**config.mk**
```make
export PLATFORM = sky130hd
export DESIGN_NAME = ysyx_24100013_inst_queue
export DESIGN_NICKNAME = d
export VERILOG_FILES = /design/src/rtl/ysyx_24100013_inst_queue.sv
export SDC_FILE = /design/constraint.sdc
export NUM_CORES = 1
export LEC_CHECK = 0
export CAP_MARGIN = 15
export CORE_MARGIN = 10
export CORE_UTILIZATION = 40
export CTS_CLUSTER_DIAMETER = 50
export DETAILED_ROUTE_END_ITERATION = 16
export SLEW_MARGIN = 40
export SYNTH_ARGS = -nofsm -noshare
export SYNTH_HDL_FRONTEND = slang
export SYNTH_SLANG_ARGS = --single-unit
export TNS_END_PERCENT = 5
```
**constraint.sdc**
```tcl
create_clock -name clk -period 5.2 [get_ports clk]
set_input_delay 1.3 -clock clk [delete_from_list [all_inputs] [get_ports clk]]
set_output_delay 1.3 -clock clk [all_outputs]
set_load 0.05 [all_outputs]
```
**src/rtl/ysyx_24100013_inst_queue.sv**
```systemverilog
// ysyx_24100013_inst_queue: fetch-to-decode FIFO of {pc, inst} pairs with flush
// Ports:
//   clk, rst                         clock, async active-high reset
//   in_valid/in_ready/in_pc/in_inst  fetch-side handshake and payload
//   out_valid/out_ready/out_pc/out_inst  decode-side handshake and head payload
//   flush                            drop all entries at the next edge
//   count                            number of valid entries, 0..DEPTH
module ysyx_24100013_inst_queue #(
  parameter int DEPTH = 4,
  parameter int XLEN  = 32
) (
  input  logic                       clk,
  input  logic                       rst,
  input  logic                       in_valid,
  output logic                       in_ready,
  input  logic [XLEN-1:0]            in_pc,
  input  logic [XLEN-1:0]            in_inst,
  output logic                       out_valid,
  input  logic                       out_ready,
  output logic [XLEN-1:0]            out_pc,
  output logic [XLEN-1:0]            out_inst,
  input  logic                       flush,
  output logic [$clog2(DEPTH):0]     count
);
  localparam int AW = $clog2(DEPTH);
  logic [XLEN-1:0] mem_pc   [DEPTH];
  logic [XLEN-1:0] mem_inst [DEPTH];
  logic [AW-1:0]   wr_ptr, rd_ptr;
  logic            push, pop, empty, full;
  assign empty     = count == '0;
  assign full      = count == (AW+1)'(DEPTH);
  // flush gates both handshakes so no push or pop can coincide with it
  assign in_ready  = ~full & ~flush;
  assign out_valid = ~empty & ~flush;
  assign push      = in_valid & in_ready;
  assign pop       = out_valid & out_ready;
  assign out_pc    = empty ? '0 : mem_pc[rd_ptr];
  assign out_inst  = empty ? '0 : mem_inst[rd_ptr];
  always_ff @(posedge clk) begin
    if (push) begin
      mem_pc[wr_ptr]   <= in_pc;
      mem_inst[wr_ptr] <= in_inst;
    end
  end
  always_ff @(posedge clk or posedge rst) begin
    if (rst) begin
      wr_ptr <= '0;
      rd_ptr <= '0;
      count  <= '0;
    end else if (flush) begin
      wr_ptr <= '0;
      rd_ptr <= '0;
      count  <= '0;
    end else begin
      wr_ptr <= push ? wr_ptr + AW'(1) : wr_ptr;
      rd_ptr <= pop ? rd_ptr + AW'(1) : rd_ptr;
      count  <= (push & ~pop) ? count + 1'b1 : (pop & ~push) ? count - 1'b1 : count;
    end
  end
endmodule
```
==> impl_metrics.py, run 1 <==
metrics = {
    "outcome": {
        "run_status": "finished clean",
    },
    "synthesis": {
        "yosys_warnings": 0,
        "yosys.area_share.simple": 0.0527,
        "synth-seq-cells": 263,
        "synth_area_in_adders": 0.00689,
        "netlist.top_cell.by_area": "edfxtp_1",
        "synth_cell_type_count": 25,
        "mappedNetlistNets": 531,
        "count_of_flip_flops_with_a_built_in_enable_after_synthesis": 256,
        "post_synth_instance_area_um2": 10200,
        "post_synth.cell_area_avg_um2": 22.2,
        "yosys.area_share.xor_xnor": 0.00259,
        "post_synth_inst_count": 457,
        "ys_dominant_reg_cell": "edfxtp_1",
        "synthMuxAreaShare": 0.147,
        "seq_area_frac_synth": 0.774,
        "fraction_of_synthesized_cell_area_taken_by_the_top_area_cell_type": 0.756,
        "post_synth_main_area_contributors": "edfxtp_1 76%, mux4_2 14%, and2_1 4.2%",
        "synth_top_family_by_area": "multiplexers",
        "compound_cell_area_share_of_the_yosys_netlist": 0.00123,
        "synthArstFlopShare": 0.0266,
    },
    "pwr": {
        "vdd.ir_drop.worst_mv": 0.398,
        "pwr_density_cell_nw_per_um2": 552,
        "leakagePower_nw": 4.14,
    },
    "floorplanning": {
        "core_area_um2": 25100,
        "pin_count": 138,
        "die_height_um": 179,
        "num_rows": 58,
        "die_width_um": 179,
        "dieArea_um2": 32200,
        "floorplan.initialDensity": 0.405,
    },
    "sta": {
        "final-hold-violation-count": 0,
        "min_period_ns": 4.42,
        "fin_crit_sh": 0.850,
        "max_freq_mhz": 226,
        "setup_viol": 0,
        "slew-limit-headroom": 0.503,
        "final.setup.tns_ns": 0,
        "unrepaired_setup_endpoints_after_global_routing": "false",
        "max_transition_viols_final": 0,
        "worstMarginPinSlew_ns": 0.745,
        "timing.clock.skew_ns": 0.0163,
    },
    "drt": {
        "remaining_drc_errors": 0,
        "detail_route.iter0.violations": 236,
        "postRouteWirelength_um": 20500,
        "antenna_violating_nets_post_route": 0,
        "wl_per_cell_um": 21.3,
        "routed-via-count": 4869,
        "drt_pass1_iterations": 4,
        "post_drt_via_cell_ratio": 5.05,
    },
    "clock_network": {
        "tritoncts.num_buffers": 30,
        "cts_setup_buffers": 0,
        "clk_pin_slew_ns": 0.07,
        "postCtsHoldBufs": 0,
        "worstSkewPairLatency_ns": 0.54,
        "cts-htree-levels": 1,
        "cts-root-buf": "clkbuf_16",
        "clock_sink_count": 263,
        "cts_repair_resize_count": 0,
        "clk_path_buf_depth": 3,
        "tritoncts": "done",
    },
    "setup_path": {
        "critPathMaxFanout": 26,
        "worstPathRequired_ns": 3.90,
        "r2r.worst_path.cells": 7,
        "timing.setup.critical_path_class": "reg -> out",
        "startpoint_type": "register",
        "end_kind": "primary output",
        "critPathArrivalTime_ns": 3.12,
    },
    "global_routing": {
        "grt_overflow": 0,
        "first_pass_grt_wire_length_um": 31800,
        "grt.total_usage": 0.123,
        "grt_antenna_before_repair": 2,
        "grt_max_degree": 70,
        "grt_pass1_vias": 5397,
    },
    "hold_path": {
        "worstHoldPathType": "reg -> reg",
        "whs_path_cells": 1,
    },
    "job": {
        "cap_viol_max_count": 0,
    },
    "final_layout": {
        "layout_common_cells": "256 x edfxtp_1, 137 x clkdlybuf4s50_1, 65 x and2_1, 64 x mux4_2, 31 x clkbuf_16",
        "syn2layout_area_growth_pct": 27.4,
        "layout_cells_sized_above_1": 0.210,
        "net_count_reported_at_finish": 685,
        "most_common_library_cell_in_the_layout_ignoring_fill_and_taps": "edfxtp_1",
        "post-route-util": 0.516,
    },
    "placement": {
        "dpl.hpwl_um": 12300,
        "place.port_buffers": 137,
        "gp_congestion": 0.720,
    },
}
==> critical path, cell delays in order (launching register included) <==
cell and delay (ns):
dfrtp_4 0.79, buf_4 0.35, mux4_2 0.52, and2_1 0.19
clkdlybuf4s50_1 0.71
==> cells in the mapped netlist, types with 2 or more instances <==
cell type,count
mux4_2,64
nor2b_1,2
xor2_1,3
buf_6,6
clkbuf_1,9
mux2_2,3
dfrtp_1,7
and2_1,69
nor2_1,9
inv_1,5
ha_1,4
edfxtp_1,256
buf_2,8
==> state kept, by name, summed over array words and instances, names as in the netlist <==
name and count:
mem_inst 128, count 3, mem_pc 128, wr_ptr 2
rd_ptr 2
==> per-stage QoR <==
step           setup WS [ns]  hold slack, ns  cell area (um^2)  power (mW)  cells
2_1_floorplan           1.57           0.555             10200        4.37    457
3_3_place_gp           0.832           0.564             12000        5.18    909
3_5_place_dp           0.825           0.588             12000        5.20    909
4_1_cts                0.687           0.602             12900        7.27    962
5_1_grt                0.599           0.643             12900        7.45    962
6_report               0.782           0.596             12900        7.14    964
==> metal layers <==
layer / share of wire / vias to the layer above / GRT usage
met2: 0.49 / 144 / 0.207
met5: 0 / - / 0
met1: 0.42 / 2532 / 0.153
met4: 0.014 / 0 / 0.0281
li1: - / 2165 / -
met3: 0.072 / 28 / 0.0386
==> report_power, final <==
part	switching [mW]	leakage (nW)	internal, mW
registers	0.118	2.41	2.48
logic	1.49	1.24	1.00
clock network	0.810	0.482	1.24
total	2.42	4.14	4.72
==> layout make-up <==
class	instances	area [um^2]
antenna	2	5.00
clock inverter	20	200
multi-input combinational	166	2150
timing repair buffer	145	1510
sequential	263	7870
inverter	5	18.8
tap	330	413
clock buffer	33	783
fill	2025	12200
==> logic make-up after synthesis <==
kind of cell | after synthesis
AO/OA/AOI/OAI | 2
XOR/XNOR | 3
adder cells (fa/ha/maj) | 5
buffers and inverters | 28
flip-flops | 263
multiplexers | 69
AND/OR/NAND/NOR | 87
==> path summary, 6_finish.rpt <==
check                          start           end  slack (ns)
max reg2reg                 count[1]      count[2]        2.61
min                        wr_ptr[0]     wr_ptr[0]        0.60
max                        rd_ptr[0]  out_inst[20]        0.78
max in group asynchronous        rst     rd_ptr[1]        3.95
min in group asynchronous        rst     rd_ptr[0]        1.00
min reg2reg                wr_ptr[0]     wr_ptr[0]        0.60
Note: power is estimated with default switching activity, not from simulation.
==> inputs of run 2 (changes only) <==
==> constraint.sdc (replaced) <==
create_clock -name clk -period 4.37 [get_ports clk]
set_input_delay 1.0925 -clock clk [delete_from_list [all_inputs] [get_ports clk]]
set_output_delay 1.0925 -clock clk [all_outputs]
set_load 0.05 [all_outputs]
==> run 2 against run 1 <==
Compared with the run above: wire length up 4.9%; critical path depth is the same; core utilization up 0.55 points; first-iteration DRC count up 12%; register-to-register slack worse by 0.73 ns; final area up 1.1%; count of clock-buffer cells in the layout up 10; critical endpoint is now out_inst[11]; highest routed layer is now met5.
==> impl_metrics.py, run 2 (synthesis gave the netlist of run 1 again) <==
metrics = {
    "final_layout": {
        "layout_cells_sized_above_1": 0.220,
        "finish.instance_area_um2": 13100,
        "largest_registers": "mem_inst (128), mem_pc (128), count (3)",
        "nFillCells": 2044,
        "layout_common_cells": "256 x edfxtp_1, 136 x clkdlybuf4s50_1, 65 x and2_1, 64 x mux4_2, 31 x clkbuf_16",
        "syn2layout_area_growth_pct": 28.8,
        "multiInputGateArea_um2": 2150,
        "final_cells": 978,
        "net_count_reported_at_finish": 696,
        "most_common_library_cell_in_the_layout_ignoring_fill_and_taps": "edfxtp_1",
        "sequential_cell_area_um2": 7870,
    },
    "setup_path": {
        "crit_path_top_delay_cell": "clkdlybuf4s50_1",
        "worstPathRequired_ns": 3.28,
        "critPathMaxFanout": 31,
        "path_delay_family": "buffers and inverters",
        "crit_path_max_incr_delay_ns": 0.71,
        "r2r.worst_path.cells": 8,
        "end_kind": "primary output",
        "path_buf_inv": 2,
        "timing.setup.critical_path_class": "reg -> out",
        "startpoint_type": "register",
        "path_depth": 4,
        "critPathArrivalTime_ns": 2.94,
        "crit_path_cell_trace": "buf_12, mux4_2, and2_1, clkdlybuf4s50_1",
    },
    "global_routing": {
        "grt_overflow": 0,
        "first_pass_grt_wire_length_um": 33800,
        "grt.total_usage": 0.132,
        "grt_antenna_before_repair": 3,
        "grt_max_degree": 70,
        "grt_pass1_vias": 5592,
    },
    "sta": {
        "worstMarginPinSlew_ns": 0.649,
        "final-hold-violation-count": 0,
        "fin_crit_sh": 0.922,
        "slew-limit-headroom": 0.565,
        "unrepaired_setup_endpoints_after_global_routing": "false",
        "max_freq_mhz": 248,
        "finalHoldWorstSlack_ns": 0.618,
        "min_period_ns": 4.03,
        "setup_viol": 0,
        "final.setup.tns_ns": 0,
        "max_transition_viols_final": 0,
        "timing.clock.skew_ns": 0.0167,
    },
    "placement": {
        "dpl.hpwl_um": 13100,
        "post-place-cells": 918,
        "dpl_cell_area_um2": 12000,
        "place.port_buffers": 137,
        "gp_congestion": 0.703,
    },
    "drt": {
        "detail_route.iter0.violations": 265,
        "drt_pass1_iterations": 4,
        "routed-via-count": 4937,
        "remaining_drc_errors": 0,
        "postRouteWirelength_um": 21500,
        "antenna_violating_nets_post_route": 0,
        "post_drt_via_cell_ratio": 5.05,
        "wl_per_cell_um": 22.0,
    },
    "pwr": {
        "vdd.ir_drop.worst_mv": 0.403,
        "leakagePower_nw": 4.22,
        "total_power_mw": 8.62,
        "pwr_density_cell_nw_per_um2": 659,
    },
    "floorplanning": {
        "num_rows": 58,
        "dieArea_um2": 32200,
        "die_height_um": 179,
        "die_width_um": 179,
        "core_area_um2": 25100,
        "pin_count": 138,
        "floorplan.initialDensity": 0.405,
    },
    "clock_network": {
        "postCtsHoldBufs": 0,
        "cts_repair_resize_count": 0,
        "clk_pin_slew_ns": 0.05,
        "tritoncts": "done",
        "tritoncts.num_buffers": 31,
        "clk_path_buf_depth": 3,
        "cts-root-buf": "clkbuf_16",
        "cts-htree-levels": 1,
        "cts_setup_buffers": 0,
        "clock_sink_count": 263,
        "worstSkewPairLatency_ns": 0.55,
    },
    "hold_path": {
        "worstHoldPathType": "reg -> reg",
        "whs_path_cells": 1,
    },
    "job": {
        "cap_viol_max_count": 0,
    },
    "outcome": {
        "run_status": "finished clean",
    },
}
==> run 2: changes by cell type in the layout (fill, tap and decap cells not counted), sizes merged <==
cell / before / now
clkdlybuf4s50: 137 / 136
clkinvlp: 3 / 0
bufinv: 3 / 2
clkbuf: 33 / 43
clkinv: 11 / 8
inv: 8 / 9
buf: 8 / 19
==> run 2: area by class of cell <==
type / instances / area share
multi-input cells: 166 / 0.164
well taps: 330 / 0.0316
repair buffers: 155 / 0.123
flip-flops and latches: 263 / 0.601
clock buffers: 43 / 0.0673
clock inverters: 14 / 0.0104
inverters: 5 / 0.00143
diodes: 2 / 0.000382
==> run 2: layer usage <==
| metal | up-vias | track usage | wire, um |
|---|---|---|---|
| met4 | 2 | 0.0321 | 497 |
| met5 | - | 0 | 13 |
| met1 | 2567 | 0.168 | 9180 |
| li1 | 2182 | - | - |
| met3 | 42 | 0.0406 | 1520 |
| met2 | 144 | 0.215 | 10300 |
==> run 2: worst paths after layout <==
kind	from	end	slack [ns]
max	rd_ptr[0]	out_inst[11]	0.34
min	wr_ptr[0]	wr_ptr[0]	0.62
max reg2reg	count[0]	count[2]	1.88
min reg2reg	wr_ptr[0]	wr_ptr[0]	0.62
max in group asynchronous	rst	rd_ptr[1]	3.30
min in group asynchronous	rst	count[1]	0.80
==> run 2: through the flow <==
step / worst slack, ns / util
2_1_floorplan: 0.943 / -
3_3_place_gp: 0.722 / 0.479
3_5_place_dp: 0.691 / 0.479
4_1_cts: 0.281 / 0.520
5_1_grt: 0.199 / 0.521
6_report: 0.340 / 0.521
==> run 2: where the power goes <==
part	switching (mW)	internal [mW]
combinational	1.84	1.24
clock	0.966	1.52
sequential	0.105	2.95
total	2.91	5.71
==> inputs of run 3 (changes only) <==
--- a/config.mk
+++ b/config.mk
@@ -10,6 +10,7 @@
 export CORE_UTILIZATION = 40
 export CTS_CLUSTER_DIAMETER = 50
 export DETAILED_ROUTE_END_ITERATION = 16
+export REMOVE_ABC_BUFFERS = 1
 export SLEW_MARGIN = 40
 export SYNTH_ARGS = -nofsm -noshare
 export SYNTH_HDL_FRONTEND = slang
==> run 3 against run 2 <==
Compared with the run above: critical path depth did not move; core utilization decreased by 0.29 points; final area down 0.55%; global-route usage down 0.73 points; wire length down 5.3%; worst hold slack got worse by 0.0036 ns; clock power about the same; power down 0.49%; critical endpoint is now out_pc[22]; largest power group unchanged; highest routed layer unchanged.
==> impl_metrics.py, run 3 (synthesis gave the netlist of run 1 again) <==
metrics = {
    "sta": {
        "slew-limit-headroom": 0.553,
        "max_freq_mhz": 251,
        "unrepaired_setup_endpoints_after_global_routing": "false",
        "setup_viol": 0,
        "fin_crit_sh": 0.910,
        "max_transition_viols_final": 0,
        "worstMarginPinSlew_ns": 0.668,
        "final-hold-violation-count": 0,
        "min_period_ns": 3.98,
        "final.setup.tns_ns": 0,
        "timing.clock.skew_ns": 0.00829,
    },
    "global_routing": {
        "global_route.usage.met3": 0.0335,
        "grt_util_met1": 0.145,
        "gr_layer_usage_met2": 0.221,
        "grt_overflow": 0,
        "grt_pass1_vias": 5473,
        "grt.total_usage": 0.124,
        "globalRoute.busiestLayer": "met2",
        "first_pass_grt_wire_length_um": 32100,
        "grt_antenna_before_repair": 1,
        "grt_max_degree": 70,
    },
    "job": {
        "cap_viol_max_count": 0,
    },
    "setup_path": {
        "worstSetupEndpoint": "out_pc[22]",
        "timing.reg2reg.setup_slack_ns": 1.94,
        "end_kind": "primary output",
        "path_delay_family": "buffers and inverters",
        "critPathMaxFanout": 28,
        "worstPathRequired_ns": 3.28,
        "r2r.worst_path.cells": 8,
        "critPathLaunch": "rd_ptr[1]",
        "startpoint_type": "register",
        "crit-reg2reg-capture": "count[2]",
        "timing.setup.critical_path_class": "reg -> out",
        "critPathArrivalTime_ns": 2.88,
        "path_buf_inv": 2,
        "path_depth": 4,
        "crit_path_cell_trace": "buf_4, mux4_2, and2_1, clkdlybuf4s50_1",
        "crit_path_max_incr_delay_ns": 0.74,
        "regToRegStartpoint": "count[0]",
        "crit_path_top_delay_cell": "dfrtp_4",
    },
    "floorplanning": {
        "dieArea_um2": 32200,
        "num_rows": 58,
        "core_area_um2": 25100,
        "pin_count": 138,
        "floorplan.initialDensity": 0.405,
        "die_width_um": 179,
        "die_height_um": 179,
    },
    "final_layout": {
        "layout_common_cells": "256 x edfxtp_1, 137 x clkdlybuf4s50_1, 65 x and2_1, 64 x mux4_2, 29 x clkbuf_16",
        "net_count_reported_at_finish": 688,
        "most_common_library_cell_in_the_layout_ignoring_fill_and_taps": "edfxtp_1",
        "syn2layout_area_growth_pct": 28.0,
        "n_antenna_cell": 0,
        "largest_registers": "mem_inst (128), mem_pc (128), count (3)",
        "layout_cells_sized_above_1": 0.214,
    },
    "drt": {
        "postRouteWirelength_um": 20400,
        "remaining_drc_errors": 0,
        "antenna_violating_nets_post_route": 0,
        "wl_per_cell_um": 21.1,
        "drt_pass1_iterations": 4,
        "post_drt_via_cell_ratio": 4.96,
        "detail_route.iter0.violations": 287,
        "routed-via-count": 4794,
    },
    "outcome": {
        "run_status": "finished clean",
    },
    "clock_network": {
        "clk_pin_slew_ns": 0.06,
        "tritoncts.num_buffers": 28,
        "cts_setup_buffers": 0,
        "postCtsHoldBufs": 0,
        "cts-root-buf": "clkbuf_16",
        "cts_repair_resize_count": 0,
        "clk_path_buf_depth": 3,
        "tritoncts": "done",
        "clock_sink_count": 263,
        "cts-htree-levels": 1,
        "worstSkewPairLatency_ns": 0.53,
    },
    "placement": {
        "gp_congestion": 0.700,
        "place.port_buffers": 137,
        "dpl.hpwl_um": 12300,
    },
    "pwr": {
        "pwr_density_cell_nw_per_um2": 659,
        "vdd.ir_drop.worst_mv": 0.424,
        "total_power_mw": 8.58,
        "leakagePower_nw": 4.17,
    },
    "hold_path": {
        "worstHoldPathType": "reg -> reg",
        "timing.hold.worst.start": "wr_ptr[0]",
    },
}
## run 3: per-stage QoR
stage / utilization / hold WS, ns / instances / worst slack [ns] / cell area, um^2
floorplan: - / 0.555 / 434 / -0.299 / 10000
global placement: 0.478 / 0.578 / 913 / 0.789 / 12000
detailed placement: 0.478 / 0.604 / 913 / 0.777 / 12000
CTS: 0.517 / 0.618 / 965 / 0.336 / 13000
global route: 0.518 / 0.647 / 966 / 0.276 / 13000
finish: 0.518 / 0.615 / 966 / 0.393 / 13000
## run 3: layout make-up
cell class                 count  area, um^2
clock buffer                  31         733
clock inverter                21         259
fill                        2052       12100
inverter                       5        18.8
multi-input combinational    166        2150
sequential                   263        7870
tap                          330         413
timing repair buffer         150        1570
## run 3: worst min-delay path by stage
stage / depth (start not counted) / to / slack [ns]
after global routing: 1 / wr_ptr[0] / 0.65
after global placement: 1 / wr_ptr[0] / 0.58
after CTS: 1 / wr_ptr[0] / 0.62
after floorplan: 1 / wr_ptr[0] / 0.55
final: 1 / wr_ptr[0] / 0.61
after detailed placement: 1 / wr_ptr[0] / 0.60
## run 3: power breakdown
| part | leakage, nW | switching, mW | total (mW) | internal, mW |
|---|---|---|---|---|
| Clock | 0.485 | 0.930 | 2.49 | 1.56 |
| Combinational | 1.27 | 1.84 | 3.07 | 1.22 |
| Sequential | 2.41 | 0.0715 | 3.02 | 2.95 |
| Total | 4.17 | 2.85 | 8.58 | 5.74 |
## run 3: routing by layer
layer,up-vias,share of wire
li1,2166,-
met1,2476,0.40
met2,117,0.52
met3,33,0.057
met4,2,0.021
met5,-,0.00044
